--- src/rtl/chunked_adder_seq.sv ---
// Multi-cycle wide adder: one WIDTH-bit operand pair per transaction, summed
// CHUNK bits per cycle through a single narrow configurable_full_adder with the
// inter-slice carry held in a register. Valid/ready handshakes on both sides.

// Narrow combinational adder used as the per-slice arithmetic unit.
module configurable_full_adder #(
    parameter int WIDTH = 8
) (
    input  logic [WIDTH-1:0] a,
    input  logic [WIDTH-1:0] b,
    input  logic             cin,
    output logic [WIDTH-1:0] sum,
    output logic             cout
);

    // Plain ripple add with the carry folded into the top bit
    always_comb begin
        {cout, sum} = {1'b0, a} + {1'b0, b} + {{WIDTH{1'b0}}, cin};
    end

endmodule

module chunked_adder_seq #(
    parameter int WIDTH = 32,
    parameter int CHUNK = 8
) (
    input  logic             clk,
    input  logic             rst_n,
    input  logic             in_valid,
    output logic             in_ready,
    input  logic [WIDTH-1:0] a,
    input  logic [WIDTH-1:0] b,
    input  logic             cin,
    output logic             out_valid,
    input  logic             out_ready,
    output logic [WIDTH-1:0] sum,
    output logic             cout,
    output logic             busy
);

    localparam int NUM_CHUNKS = WIDTH / CHUNK;
    localparam int IDX_W      = (NUM_CHUNKS > 1) ? $clog2(NUM_CHUNKS) : 1;

    typedef enum logic [1:0] {
        IDLE,
        RUN,
        DONE
    } state_t;

    state_t             state;
    state_t             state_next;
    logic [WIDTH-1:0]   a_reg;
    logic [WIDTH-1:0]   b_reg;
    logic [WIDTH-1:0]   work;
    logic [WIDTH-1:0]   work_next;
    logic               carry_reg;
    logic [IDX_W-1:0]   idx;
    logic               last;
    logic [CHUNK-1:0]   a_slice;
    logic [CHUNK-1:0]   b_slice;
    logic [CHUNK-1:0]   add_sum;
    logic               add_cout;

    assign last = (idx == IDX_W'(NUM_CHUNKS - 1));

    // Select the current operand slices; the loop keeps every part-select constant
    always_comb begin
        a_slice = '0;
        b_slice = '0;
        for (int unsigned i = 0; i < NUM_CHUNKS; i++) begin
            if (idx == IDX_W'(i)) begin
                a_slice = a_reg[i*CHUNK +: CHUNK];
                b_slice = b_reg[i*CHUNK +: CHUNK];
            end
        end
    end

    configurable_full_adder #(
        .WIDTH (CHUNK)
    ) u_adder (
        .a    (a_slice),
        .b    (b_slice),
        .cin  (carry_reg),
        .sum  (add_sum),
        .cout (add_cout)
    );

    // Work word with the current slice replaced, so the final edge can publish
    // the complete result including the slice being written on that edge
    always_comb begin
        work_next = work;
        for (int unsigned i = 0; i < NUM_CHUNKS; i++) begin
            if (idx == IDX_W'(i)) begin
                work_next[i*CHUNK +: CHUNK] = add_sum;
            end
        end
    end

    // State register
    always_ff @(posedge clk) begin
        if (!rst_n) begin
            state <= IDLE;
        end else begin
            state <= state_next;
        end
    end

    // Next-state and handshake outputs
    always_comb begin
        state_next = state;
        in_ready   = 1'b0;
        out_valid  = 1'b0;
        busy       = 1'b0;
        unique case (state)
            IDLE: begin
                in_ready = 1'b1;
                if (in_valid) begin
                    state_next = RUN;
                end
            end
            RUN: begin
                busy = 1'b1;
                if (last) begin
                    state_next = DONE;
                end
            end
            DONE: begin
                busy      = 1'b1;
                out_valid = 1'b1;
                if (out_ready) begin
                    state_next = IDLE;
                end
            end
            default: state_next = IDLE;
        endcase
    end

    // Operand capture, slice-by-slice accumulation and result publication
    always_ff @(posedge clk) begin
        if (!rst_n) begin
            a_reg     <= '0;
            b_reg     <= '0;
            work      <= '0;
            carry_reg <= 1'b0;
            idx       <= '0;
            sum       <= '0;
            cout      <= 1'b0;
        end else begin
            case (state)
                IDLE: begin
                    if (in_valid) begin
                        a_reg     <= a;
                        b_reg     <= b;
                        carry_reg <= cin;
                        idx       <= '0;
                    end
                end
                RUN: begin
                    work      <= work_next;
                    carry_reg <= add_cout;
                    if (last) begin
                        sum  <= work_next;
                        cout <= add_cout;
                    end else begin
                        idx <= idx + IDX_W'(1);
                    end
                end
                default: ;
            endcase
        end
    end

endmodule
--- config.mk ---
export PLATFORM = sky130hd
export DESIGN_NAME = chunked_adder_seq
export DESIGN_NICKNAME = d
export VERILOG_FILES = /design/src/rtl/chunked_adder_seq.sv
export SDC_FILE = /design/constraint.sdc
export NUM_CORES = 1
export LEC_CHECK = 0
export BUFFER_PORTS_ARGS = -buffer_cell sky130_fd_sc_hd__buf_4
export CORE_MARGIN = 2
export CORE_UTILIZATION = 45
export DETAILED_ROUTE_END_ITERATION = 8
export PLACE_DENSITY = 0.74
export SYNTH_ARGS = -nofsm -noshare
export SYNTH_HDL_FRONTEND = slang
export SYNTH_SLANG_ARGS = --single-unit
--- constraint.sdc ---
create_clock -name clk -period 5.61 [get_ports clk]
set_clock_uncertainty 0.15 [all_clocks]
set_input_delay 1.122 -clock clk [delete_from_list [all_inputs] [get_ports clk]]
set_output_delay 1.122 -clock clk [all_outputs]
set_load 0.02 [all_outputs]
### After elaboration in Yosys (flattened, before gate mapping)

Cells that the tools add are included.

* register bits after elaboration: 134

* add/subtract/negate cells: 3
* equality and inequality tests: 9
* mux-type cells: 24
* reductions and logical operators: 9

Operators by type and width (number)
* 8-bit 2-to-1 mux: 12
* 2-bit 2-to-1 mux: 5
* 8-bit by 8-bit adder with 9-bit output: 1
* 9-bit by 1-bit adder with 9-bit output: 1
* 2-bit inequality test, second input constant: 4
* 2-bit equality test, second input constant: 3
* 2-bit one-hot mux with 3 select lines: 1
* 2-bit AND reduction: 3
* 3-bit AND reduction: 2
* 2-bit by 1-bit equality test with 1-bit output, second input constant: 2
* 2-bit logical NOT: 2
* 1-bit 2-to-1 mux: 4
* 2-bit one-hot mux with 2 select lines: 1
* 2-bit by 1-bit adder with 2-bit output, second input constant: 1
* 1-bit one-hot mux with 2 select lines: 1
* 2-bit nonzero test: 1
* 2-bit OR reduction: 1

### Logic depth before layout (Yosys ltp)

Gate-level depths: netlist of run 1.

* depth after elaboration: 8
* gate-level depth with buffers: 17
* gate-level depth less buffers: 15

### Modules after synthesis

From an unflattened synthesis of run 1, not the netlist that was laid out.

* cells, all modules: 731
* area total of the unflattened synthesis: 5957.0 um^2

By module, submodules not included
* chunked_adder_seq: times used 1, cells each 693, area each 5644.2 um^2, sequential area each 2522.4 um^2
* configurable_full_adder: times used 1, cells each 38, area each 312.8 um^2, sequential area each 0.0 um^2

### Least setup slack after synthesis of run 1

OpenSTA, ideal clock, no wires.

* path type: register to register
* start: register idx[0]
* end: register carry_reg
* setup time: 0.117 ns
* arrival time: 2.933 ns
* slack: 2.410 ns
* stages on the path, launching flop included: 18
* path buffers: 3
* period minus slack after synthesis: 3.200 ns
* cells stage by stage: dfxtp_1 inv_1 ha_1 buf_2 buf_1 a21oi_1 a21oi_1 nor2_1 a21oi_1 fa_1 inv_1 fa_1 a21o_1 a21oi_2 o21a_1 buf_6 o211ai_1 a32o_1

* cells in the longest elaborated chain, start to end: 8
* elaborated cells between the ends (all ways): 15

Ends and longest elaborated chain
* start: declaration: RTL line 57 `logic [IDX_W-1:0] idx;`
* start signal: assignment: RTL line 165 `idx <= idx + IDX_W'(1);`
* 2-bit logical NOT: RTL line 71 `if (idx == IDX_W'(i)) begin`
* 8-bit 2-to-1 mux (4 in a row): RTL line 71
* 8-bit by 8-bit adder with 9-bit output (*): RTL line 18 `{cout, sum} = {1'b0, a} + {1'b0, b} + {{WIDTH{1'b0}}, cin};`
* 9-bit by 1-bit adder with 9-bit output (*): RTL line 18
* 1-bit one-hot mux with 2 select lines (*): RTL line 149 `case (state)`
* end signal: assignment: RTL line 154 `carry_reg <= cin;`
* end signal: assignment: RTL line 160 `carry_reg <= add_cout;`
* end: declaration: RTL line 56 `logic carry_reg;`

Mark *: on every way between the ends. The rest lies on a longest branch, timed or not.
A chain may end at the register's enable or synchronous reset.

### Worst setup path in the final report of run 1

* start: register idx[0]
* end: register sum[20]

* cells in the longest elaborated chain, start to end: 8
* elaborated cells between the ends (all ways): 16

Ends and longest elaborated chain
* 2-bit logical NOT: RTL line 71
* 8-bit 2-to-1 mux (4 in a row): RTL line 71
* 8-bit by 8-bit adder with 9-bit output: RTL line 18
* 9-bit by 1-bit adder with 9-bit output: RTL line 18
* 8-bit 2-to-1 mux: RTL line 93 `if (idx == IDX_W'(i)) begin`
* end signal: assignment: RTL line 162 `sum <= work_next;`
* end: declaration: RTL line 36 `output logic [WIDTH-1:0] sum,`

Parallel ways exist; a longest one is shown, timed or not.

==> results.py, run 1 <==
metrics = {
    "place": {
        "post-place-ws_ns": 1.63,
        "dpl.hpwl_mm": 9.48,
        "place.gp.congestion": 0.830,
        "io_buffers": 104,
    },
    "clock_network": {
        "post_cts_buffers": 0,
        "post_cts_resized": 0,
        "cts_tree": "built",
        "clockBufferDepth": 2,
        "clk_latency_ns": 0.42,
        "cts_sinks": 126,
        "path_clk_slew_ns": 0.05,
        "cts-buffers-inserted": 17,
        "cts_hold_buf": 0,
        "htreeDepth": 4,
        "clockRootBuffer": "clkbuf_16",
    },
    "yosys": {
        "synth_nets": 833,
        "synth_top_area_frac": 0.440,
        "yosys_warnings": 0,
        "async_flop_share": 0,
        "synth.cell_area_mm2": 0.00573,
        "ys_ff_latch": 126,
        "synth-edff-count": 0,
        "syn_inst": 748,
        "seq_area_frac_synth": 0.440,
        "ys_types": 49,
        "synth.avg_cell_area_um2": 7.66,
        "yosys.area.top_type": "dfxtp_1",
        "yosys-top-cells-area": "dfxtp_1 44%, nand2_1 14%, a21oi_1 12%",
        "ys.flop_type": "dfxtp_1",
    },
    "power_and_ir_drop": {
        "vdd_drop_max_uv": 236,
        "power_mw": 2.43,
        "power.density_mw_per_mm2": 344,
        "leakage_nw": 2.78,
    },
    "floorplanning": {
        "die_area_mm2": 0.0136,
        "ios": 105,
        "core_mm2": 0.0125,
        "start_util": 0.458,
        "die_h_um": 117,
        "die_w_um": 117,
        "fp-row-count": 41,
    },
    "finish": {
        "n_fill_cell": 1198,
        "nets": 899,
        "num_antenna_cells": 0,
        "drive_gt1_frac": 0.175,
        "seq_area_mm2": 0.00252,
        "multiInputGateArea_mm2": 0.00290,
        "areaGrowthSynthToFinish_pct": 23.6,
    },
    "grt": {
        "grt_use_met3": 0.0510,
        "grt-busiest-layer": "met2",
        "antenna_found_initial": 0,
        "grt_use_met1": 0.299,
        "track_usage": 0.219,
        "grt-ovfl-total": 0,
        "grt_start_max_net_pins": 66,
        "grtUsageMet2": 0.334,
        "grt_pass1_wl_mm": 23.1,
        "grt_pass1_vias": 4741,
    },
    "outcome": {
        "status": "completed",
    },
    "route": {
        "drtIter0Drc": 409,
        "wl_per_cell_um": 14.5,
        "drc": 0,
        "via_count": 5285,
        "vias_per_cell": 5.30,
        "postRouteAntennaNets": 0,
        "routed_wl_mm": 14.5,
        "drtPass1Iterations": 5,
    },
    "job": {
        "cap_violations": 0,
    },
    "sta": {
        "finalSetupTns_ns": 0,
        "max_freq_mhz": 248,
        "worst_slew_pin_slew_ns": 1.24,
        "finalCriticalPeriod_ns": 4.02,
        "hold_viol": 0,
        "fin_ws_ns": 1.59,
        "grt_setup_unrepaired": "false",
        "fin_crit_sh": 0.717,
        "maxSlewViolCount": 0,
        "max_slew_margin": 0.176,
        "setup_viol": 0,
    },
    "critical_path": {
        "cp.arrival_ns": 4.22,
        "cp.buffers_inverters": 2,
        "crit_family": "adder cells",
        "worstSetupPathType": "register to register",
        "crit_path_top_delay_cell": "ha_1",
        "crit_path_end_kind": "register",
        "start_kind": "register",
        "worstPathCellList": "inv_1, ha_1, nand3b_1, a21oi_1, a21oi_1, nor2_1, a21oi_1, fa_1, inv_1, fa_1, a21o_1, a21oi_2, xnor2_1, mux2i_1, a21oi_1",
        "crit_required_ns": 5.80,
        "cp_common_cell": "a21oi_1",
        "critPathMaxStageDelay_ns": 0.99,
        "crit_fanout": 31,
    },
    "worst_hold_path": {
        "worst_hold_path_type": "register to register",
    },
}
## Yosys cell counts, types with 2 or more instances
cell and number:
a211o_1 2, a211oi_1 14, a21o_1 2, a21oi_1 134
a311oi_1 3, a31oi_1 6, and2_1 6, and3_1 3
buf_1 5, buf_2 21, clkbuf_1 34, dfxtp_1 126
fa_1 2, ha_1 14, inv_1 12, mux2i_1 12
nand2_1 206, nand2b_1 6, nand3_1 12, nand3b_1 16
nand4_1 3, nor2_1 29, nor2b_1 5, o211ai_1 5
o21a_1 2, o21ai_0 32, o21ai_1 5, o311ai_1 3
o31ai_1 3, or3_1 5, xnor2_1 2
## area by class of cell
| type | count | area share |
|---|---|---|
| tap | 172 | 0.0304 |
| clock inverter | 6 | 0.0117 |
| sequential | 126 | 0.356 |
| multi-input combinational | 548 | 0.409 |
| inverter | 13 | 0.00689 |
| clock buffer | 24 | 0.0709 |
| timing repair buffer | 108 | 0.115 |
## power by group
part	switching (mW)	internal, mW	total [mW]
logic	0.236	0.137	0.374
clock network	0.384	0.705	1.09
registers	0.0268	0.945	0.972
## stage by stage
step	hold WS [ns]	util	instances	area, um^2
final	0.301	0.565	997	7080
after global routing	0.314	0.565	997	7080
after CTS	0.302	0.565	997	7080
after detailed placement	0.294	0.519	967	6490
after global placement	0.289	0.519	967	6490
after floorplan	0.282	-	748	5730
## cell usage in the layout, fill, tap and decap left out, types with 2 or more instances in the layout
| cell | netlist | final |
|---|---|---|
| bufinv_16 | 0 | 2 |
| nor2b_1 | 5 | 5 |
| a21o_1 | 2 | 2 |
| buf_4 | 0 | 108 |
| a311oi_1 | 3 | 3 |
| o211ai_1 | 5 | 5 |
| a21oi_1 | 134 | 134 |
| nand2_1 | 206 | 205 |
| a31oi_1 | 6 | 6 |
| nand2b_1 | 6 | 6 |
| and2_1 | 6 | 5 |
| ha_1 | 14 | 14 |
| and3_1 | 3 | 3 |
| nor2_1 | 29 | 29 |
| clkbuf_16 | 0 | 17 |
| clkinv_2 | 0 | 3 |
| a211o_1 | 2 | 2 |
| mux2i_1 | 12 | 12 |
| o21ai_0 | 32 | 32 |
| nand3_1 | 12 | 12 |
| o21a_1 | 2 | 2 |
| o311ai_1 | 3 | 3 |
| inv_1 | 12 | 12 |
| xnor2_1 | 2 | 2 |
| nand3b_1 | 16 | 16 |
| dfxtp_1 | 126 | 126 |
| o31ai_1 | 3 | 3 |
| clkbuf_8 | 0 | 5 |
| nand4_1 | 3 | 3 |
| fa_1 | 2 | 2 |
| or3_1 | 5 | 5 |
| o21ai_1 | 5 | 5 |
| clkbuf_1 | 34 | 2 |
| a211oi_1 | 14 | 14 |
## worst reg2reg max path, delay by kind of cell, from the launching register on
kind | cells | cell delay (ns)
xor+xnor | 1 | 0.50
mux | 1 | 0.18
buf+inv | 2 | 0.18
simple gates | 2 | 0.25
compound gates | 6 | 0.71
flops | 1 | 0.35
fa+ha+maj | 3 | 1.64
## worst paths after layout
path | endpoint | start | slack [ns] | cells after the start
hold reg to reg | sum[0]$_SDFFE_PN0P_ | sum[0]$_SDFFE_PN0P_ | 0.30 | 2
hold / removal | sum[0]$_SDFFE_PN0P_ | sum[0]$_SDFFE_PN0P_ | 0.30 | 2
setup reg to reg | sum[20]$_SDFFE_PN0P_ | idx[0]$_SDFFE_PN0P_ | 1.59 | 15
setup / recovery | sum[20]$_SDFFE_PN0P_ | idx[0]$_SDFFE_PN0P_ | 1.59 | 15
## metal layers
metal	vias up	wire length (um)
li1	2683	-
met2	171	6610
met4	0	352
met3	28	813
met5	-	0
met1	2403	6670
## kinds of logic (layout without fill, tap and decap cells)
logic type | count (synthesis) | after routing | synth area share
compound gates | 221 | 221 | 0.218
mux | 12 | 12 | 0.0210
simple gates | 296 | 296 | 0.223
fa+ha+maj | 16 | 16 | 0.0376
xor+xnor | 3 | 3 | 0.00590
buf+inv | 74 | 151 | 0.0544
flops | 126 | 126 | 0.440
No activity file was read; power rests on OpenSTA's default activity.
==> run 2: changes to the inputs <==
Settings changed: PLACE_DENSITY 0.74 to 0.76.
Clock period 5.61 ns to 3.4 ns, I/O delays scaled along.
==> run 2 against run 1 <==
  * Global-route usage shrank 0.098 points
  * Sequential power grew 66%
  * Fmax grew 26%
  * Critical path type unchanged
  * Largest power group unchanged
==> results.py, run 2 (same netlist as run 1, synthesis figures left out) <==
metrics = {
    "route": {
        "postRouteAntennaNets": 0,
        "drtPass1Iterations": 5,
        "wl_per_cell_um": 14.1,
        "drtIter0Drc": 444,
        "vias_per_cell": 5.26,
        "drc": 0,
        "routed_wl_mm": 14.2,
        "via_count": 5320,
    },
    "critical_path": {
        "rr_worst_depth": 13,
        "worstSetupPathType": "register to register",
        "crit_path_end_kind": "register",
        "crit_fanout": 26,
        "crit_required_ns": 3.58,
        "cp.arrival_ns": 3.38,
        "start_kind": "register",
    },
    "sta": {
        "finalCriticalPeriod_ns": 3.20,
        "maxSlewViolCount": 0,
        "fin_ws_ns": 0.204,
        "max_freq_mhz": 313,
        "finalSetupTns_ns": 0,
        "worst_slew_pin_slew_ns": 0.654,
        "max_slew_margin": 0.563,
        "fin_crit_sh": 0.940,
        "hold_viol": 0,
        "setup_viol": 0,
        "hold-worst-slack_ns": 0.300,
    },
    "place": {
        "io_buffers": 104,
        "place.gp.congestion": 0.862,
        "post-place-ws_ns": 0.139,
        "dpl.hpwl_mm": 9.91,
        "dp_cells": 981,
        "place_area_mm2": 0.00661,
    },
    "power_and_ir_drop": {
        "p_int_mw": 2.99,
        "pwr-share-comb": 0.158,
        "power_mw": 4.05,
        "leakage_nw": 2.86,
        "power.density_mw_per_mm2": 560,
        "switching_share": 0.262,
        "p_seq_frac": 0.396,
        "vdd_drop_max_uv": 344,
        "p_sw_mw": 1.06,
        "pwr-share-clk": 0.446,
    },
    "floorplanning": {
        "start_util": 0.458,
        "ios": 105,
        "die_h_um": 117,
        "core_mm2": 0.0125,
        "die_area_mm2": 0.0136,
        "die_w_um": 117,
        "fp-row-count": 41,
    },
    "finish": {
        "fin_cells": 1011,
        "final_area_mm2": 0.00724,
        "num_antenna_cells": 0,
        "utilization": 0.578,
        "mostFrequentLayoutCell": "nand2_1",
        "nets": 913,
        "n_fill_cell": 1200,
        "mostFrequentLayoutCells": "205 x nand2_1, 133 x a21oi_1, 125 x dfxtp_1",
        "areaGrowthSynthToFinish_pct": 26.3,
        "drive_gt1_frac": 0.197,
    },
    "clock_network": {
        "clk_latency_ns": 0.43,
        "clockRootBuffer": "clkbuf_16",
        "cts_sinks": 126,
        "cts_tree": "built",
        "post_cts_buffers": 0,
        "cts-buffers-inserted": 17,
        "htreeDepth": 4,
        "clockBufferDepth": 2,
        "cts_hold_buf": 0,
        "path_clk_slew_ns": 0.05,
    },
    "job": {
        "cap_violations": 0,
    },
    "grt": {
        "antenna_found_initial": 0,
        "grt_pass1_wl_mm": 22.9,
        "grt-ovfl-total": 0,
        "grt_pass1_vias": 4727,
        "grt_start_max_net_pins": 52,
        "track_usage": 0.218,
    },
    "worst_hold_path": {
        "worst_hold_path_type": "register to register",
        "hold_path_depth": 2,
    },
    "outcome": {
        "status": "completed",
    },
}
run 2: power by group through the flow:
stage	Clock (mW)	Sequential [mW]	Combinational (mW)
after global routing	1.90	1.61	0.713
after detailed placement	0	1.64	0.622
after floorplan	0	1.62	0.437
final	1.80	1.61	0.640
after global placement	0	1.63	0.616
after CTS	1.83	1.60	0.625
run 2: worst paths after layout:
check	slack [ns]	end	from
setup / recovery	0.20	work[15]$_SDFFE_PN0P_	idx[1]$_SDFFE_PN0P_
hold / removal	0.30	work[19]$_SDFFE_PN0P_	work[19]$_SDFFE_PN0P_
setup reg to reg	0.20	work[15]$_SDFFE_PN0P_	idx[1]$_SDFFE_PN0P_
hold reg to reg	0.30	work[19]$_SDFFE_PN0P_	work[19]$_SDFFE_PN0P_
run 2: layout make-up:
| class | instances | area, um^2 | share of cell area |
|---|---|---|---|
| Multi-Input combinational cell | 548 | 2940 | 0.406 |
| Timing Repair Buffer | 122 | 928 | 0.128 |
| Clock buffer | 24 | 472 | 0.0652 |
| Tap cell | 172 | 215 | 0.0297 |
| Sequential cell | 126 | 2520 | 0.349 |
| Inverter | 13 | 48.8 | 0.00674 |
| Clock inverter | 6 | 110 | 0.0152 |
run 2: worst max-delay path, cell delays in order, from the launching register on:
cell      delay (ns)
dfxtp_1         0.38
inv_1           0.10
ha_2            0.21
buf_4           0.21
nand3b_1        0.17
a21oi_1         0.24
a21oi_1         0.07
o21ai_0         0.24
ha_1            0.28
nand2_1         0.14
a211oi_2        0.23
mux2i_2         0.34
nor2_2          0.11
o31ai_1         0.23
run 2: repair_timing:
item	4_1_cts	5_1_grt
endpoints found under the hold margin	0	0
resized for setup	0	13
setup endpoints to repair	0	34
run 2: metal layers:
layer,wire length [um],vias to the layer above,part of all wire,track usage
met4,195,0,0.014,0.0847
met1,6670,2447,0.47,0.288
met2,6600,150,0.46,0.339
li1,-,2703,-,-
met5,0,-,0,0
met3,766,20,0.054,0.0613
==> run 3: changes to the inputs <==
Settings changed: BUFFER_PORTS_ARGS -buffer_cell sky130_fd_sc_hd__buf_4 to not set, DONT_BUFFER_PORTS set to 1, MAX_ROUTING_LAYER set to met4, PLACE_DENSITY 0.76 to 0.69.
==> run 3 against run 2 <==
  * Wire length rose by 2.6%
  * Non-clock buffer count decreased by 103
  * Sequential share of layout area increased by 3.9 points
  * Clock power barely moved
  * First-iteration DRC count decreased by 39%
  * Power fell by 0.74%
  * Critical endpoint is now sum[5]$_SDFFE_PN0P_
  * Sequential power about the same
==> results.py, run 3 (same netlist as run 1, synthesis figures left out) <==
metrics = {
    "critical_path": {
        "crit_start": "idx[1]$_SDFFE_PN0P_",
        "crit_path_end": "sum[5]$_SDFFE_PN0P_",
        "start_kind": "register",
        "crit_fanout": 14,
        "critPathMaxStageDelay_ns": 0.39,
        "rr_worst_depth": 13,
        "cp_common_cell": "a21oi_1",
        "crit_path_top_delay_cell": "dfxtp_1",
        "cp.arrival_ns": 3.33,
        "worstPathCellList": "inv_1, ha_4, buf_4, nand3b_1, a21oi_1, a21oi_1, o21ai_0, ha_1, o21ai_1, a211oi_1, a211o_2, mux2i_1, a21oi_1",
        "worstSetupPathType": "register to register",
        "cp.depth": 13,
        "worstReg2RegStart": "idx[1]$_SDFFE_PN0P_",
        "r2r_end": "sum[5]$_SDFFE_PN0P_",
        "cp.buffers_inverters": 2,
        "crit_family": "compound AO/OA/AOI/OAI gates",
        "crit_path_end_kind": "register",
        "crit_required_ns": 3.55,
        "r2r_setup_slack_ns": 0.22,
    },
    "floorplanning": {
        "ios": 105,
        "fp-row-count": 41,
        "die_area_mm2": 0.0136,
        "start_util": 0.458,
        "core_mm2": 0.0125,
        "die_h_um": 117,
        "die_w_um": 117,
    },
    "route": {
        "vias_per_cell": 5.49,
        "via_count": 5002,
        "postRouteAntennaNets": 0,
        "wl_per_cell_um": 16.0,
        "drtIter0Drc": 272,
        "drtPass1Iterations": 5,
        "routed_wl_mm": 14.6,
        "drc": 0,
    },
    "clock_network": {
        "cts-buffers-inserted": 17,
        "clockBufferDepth": 2,
        "clockRootBuffer": "clkbuf_16",
        "path_clk_slew_ns": 0.06,
        "clk_latency_ns": 0.42,
        "cts_sinks": 126,
        "cts_tree": "built",
        "cts_hold_buf": 0,
        "htreeDepth": 4,
    },
    "sta": {
        "setup_viol": 0,
        "finalCriticalPeriod_ns": 3.18,
        "finalSetupTns_ns": 0,
        "fin_crit_sh": 0.936,
        "grt_setup_unrepaired": "false",
        "maxSlewViolCount": 0,
        "worst_slew_pin_slew_ns": 0.671,
        "hold_viol": 0,
        "max_freq_mhz": 314,
        "max_slew_margin": 0.552,
    },
    "grt": {
        "track_usage": 0.232,
        "grt-ovfl-total": 0,
        "grt_pass1_wl_mm": 23.5,
        "grt_pass1_vias": 4772,
        "antenna_found_initial": 1,
        "grt_start_max_net_pins": 65,
    },
    "worst_hold_path": {
        "worst_hold_path_type": "primary input to register",
    },
    "finish": {
        "drive_gt1_frac": 0.0935,
        "mostFrequentLayoutCells": "205 x nand2_1, 132 x a21oi_1, 125 x dfxtp_1",
        "mostFrequentLayoutCell": "nand2_1",
        "utilization": 0.520,
        "areaGrowthSynthToFinish_pct": 13.7,
        "nets": 810,
    },
    "outcome": {
        "status": "completed",
    },
    "power_and_ir_drop": {
        "power_mw": 4.02,
        "p_sw_mw": 1.07,
        "pwr-share-clk": 0.456,
        "vdd_drop_max_uv": 318,
        "p_seq_frac": 0.400,
        "p_int_mw": 2.95,
        "leakage_nw": 2.36,
        "pwr-share-comb": 0.144,
        "switching_share": 0.267,
        "power.density_mw_per_mm2": 617,
    },
    "place": {
        "place.gp.congestion": 0.866,
        "io_buffers": 0,
        "dpl.hpwl_mm": 10.3,
    },
    "job": {
        "cap_violations": 0,
    },
}
## run 3: changes by cell type in the layout (fill, tap and decap cells not counted), sizes merged
cell / change
buf: -103
clkbuf: -2
diode: +1
clkinv: +4
## run 3: area by class of cell
| class | instances | area [um^2] |
|---|---|---|
| fillers | 1203 | 6000 |
| multi-input cells | 548 | 2970 |
| flip-flops and latches | 126 | 2520 |
| clock buffers | 22 | 464 |
| well taps | 172 | 215 |
| repair buffers | 19 | 155 |
| clock inverters | 10 | 138 |
| inverters | 13 | 48.8 |
| diodes | 1 | 2.50 |
## run 3: worst min path at each step
stage / slack [ns] / cells past startpoint / startpoint / endpoint
CTS: 0.22 / 2 / rst_n / sum[26]$_SDFFE_PN0P_
global placement: 0.29 / 2 / work[3]$_SDFFE_PN0P_ / work[3]$_SDFFE_PN0P_
detailed placement: 0.29 / 2 / work[3]$_SDFFE_PN0P_ / work[3]$_SDFFE_PN0P_
floorplan: 0.28 / 2 / work[11]$_SDFFE_PN0P_ / work[11]$_SDFFE_PN0P_
finish: 0.24 / 2 / rst_n / sum[26]$_SDFFE_PN0P_
global route: 0.23 / 2 / b[2] / b_reg[2]$_SDFFE_PN0P_
## run 3: metal layers
layer	vias up	track usage	wire length, um
li1	2510	-	-
met1	2312	0.284	6410
met2	158	0.373	7110
met3	22	0.0644	851
met4	0	0.0722	242
met5	-	-	0
## run 3: stage by stage
step                instance area, um^2  worst slack [ns]  cells  hold WS, ns
floorplan                          5730             0.200    748        0.282
global placement                   5840             0.133    878        0.288
detailed placement                 5840           -0.0304    878        0.295
CTS                                6440           0.00844    910        0.223
global route                       6510           0.00321    911        0.229
finish                             6510             0.218    911        0.236
## run 3: timing repair
action | 4_1_cts | 5_1_grt
setup endpoints to repair | 6 | 34
resized for setup | 2 | 17
hold endpoints to repair | 0 | 0
buffers inserted | 0 | 0
pin swaps | 0 | 1
## run 3: power by group through the flow
stage,Clock [mW],Sequential (mW),Combinational (mW)
final,1.83,1.61,0.577
after global routing,1.94,1.62,0.646
after CTS,1.86,1.61,0.563
after detailed placement,0,1.64,0.558
after global placement,0,1.64,0.543
after floorplan,0,1.62,0.437
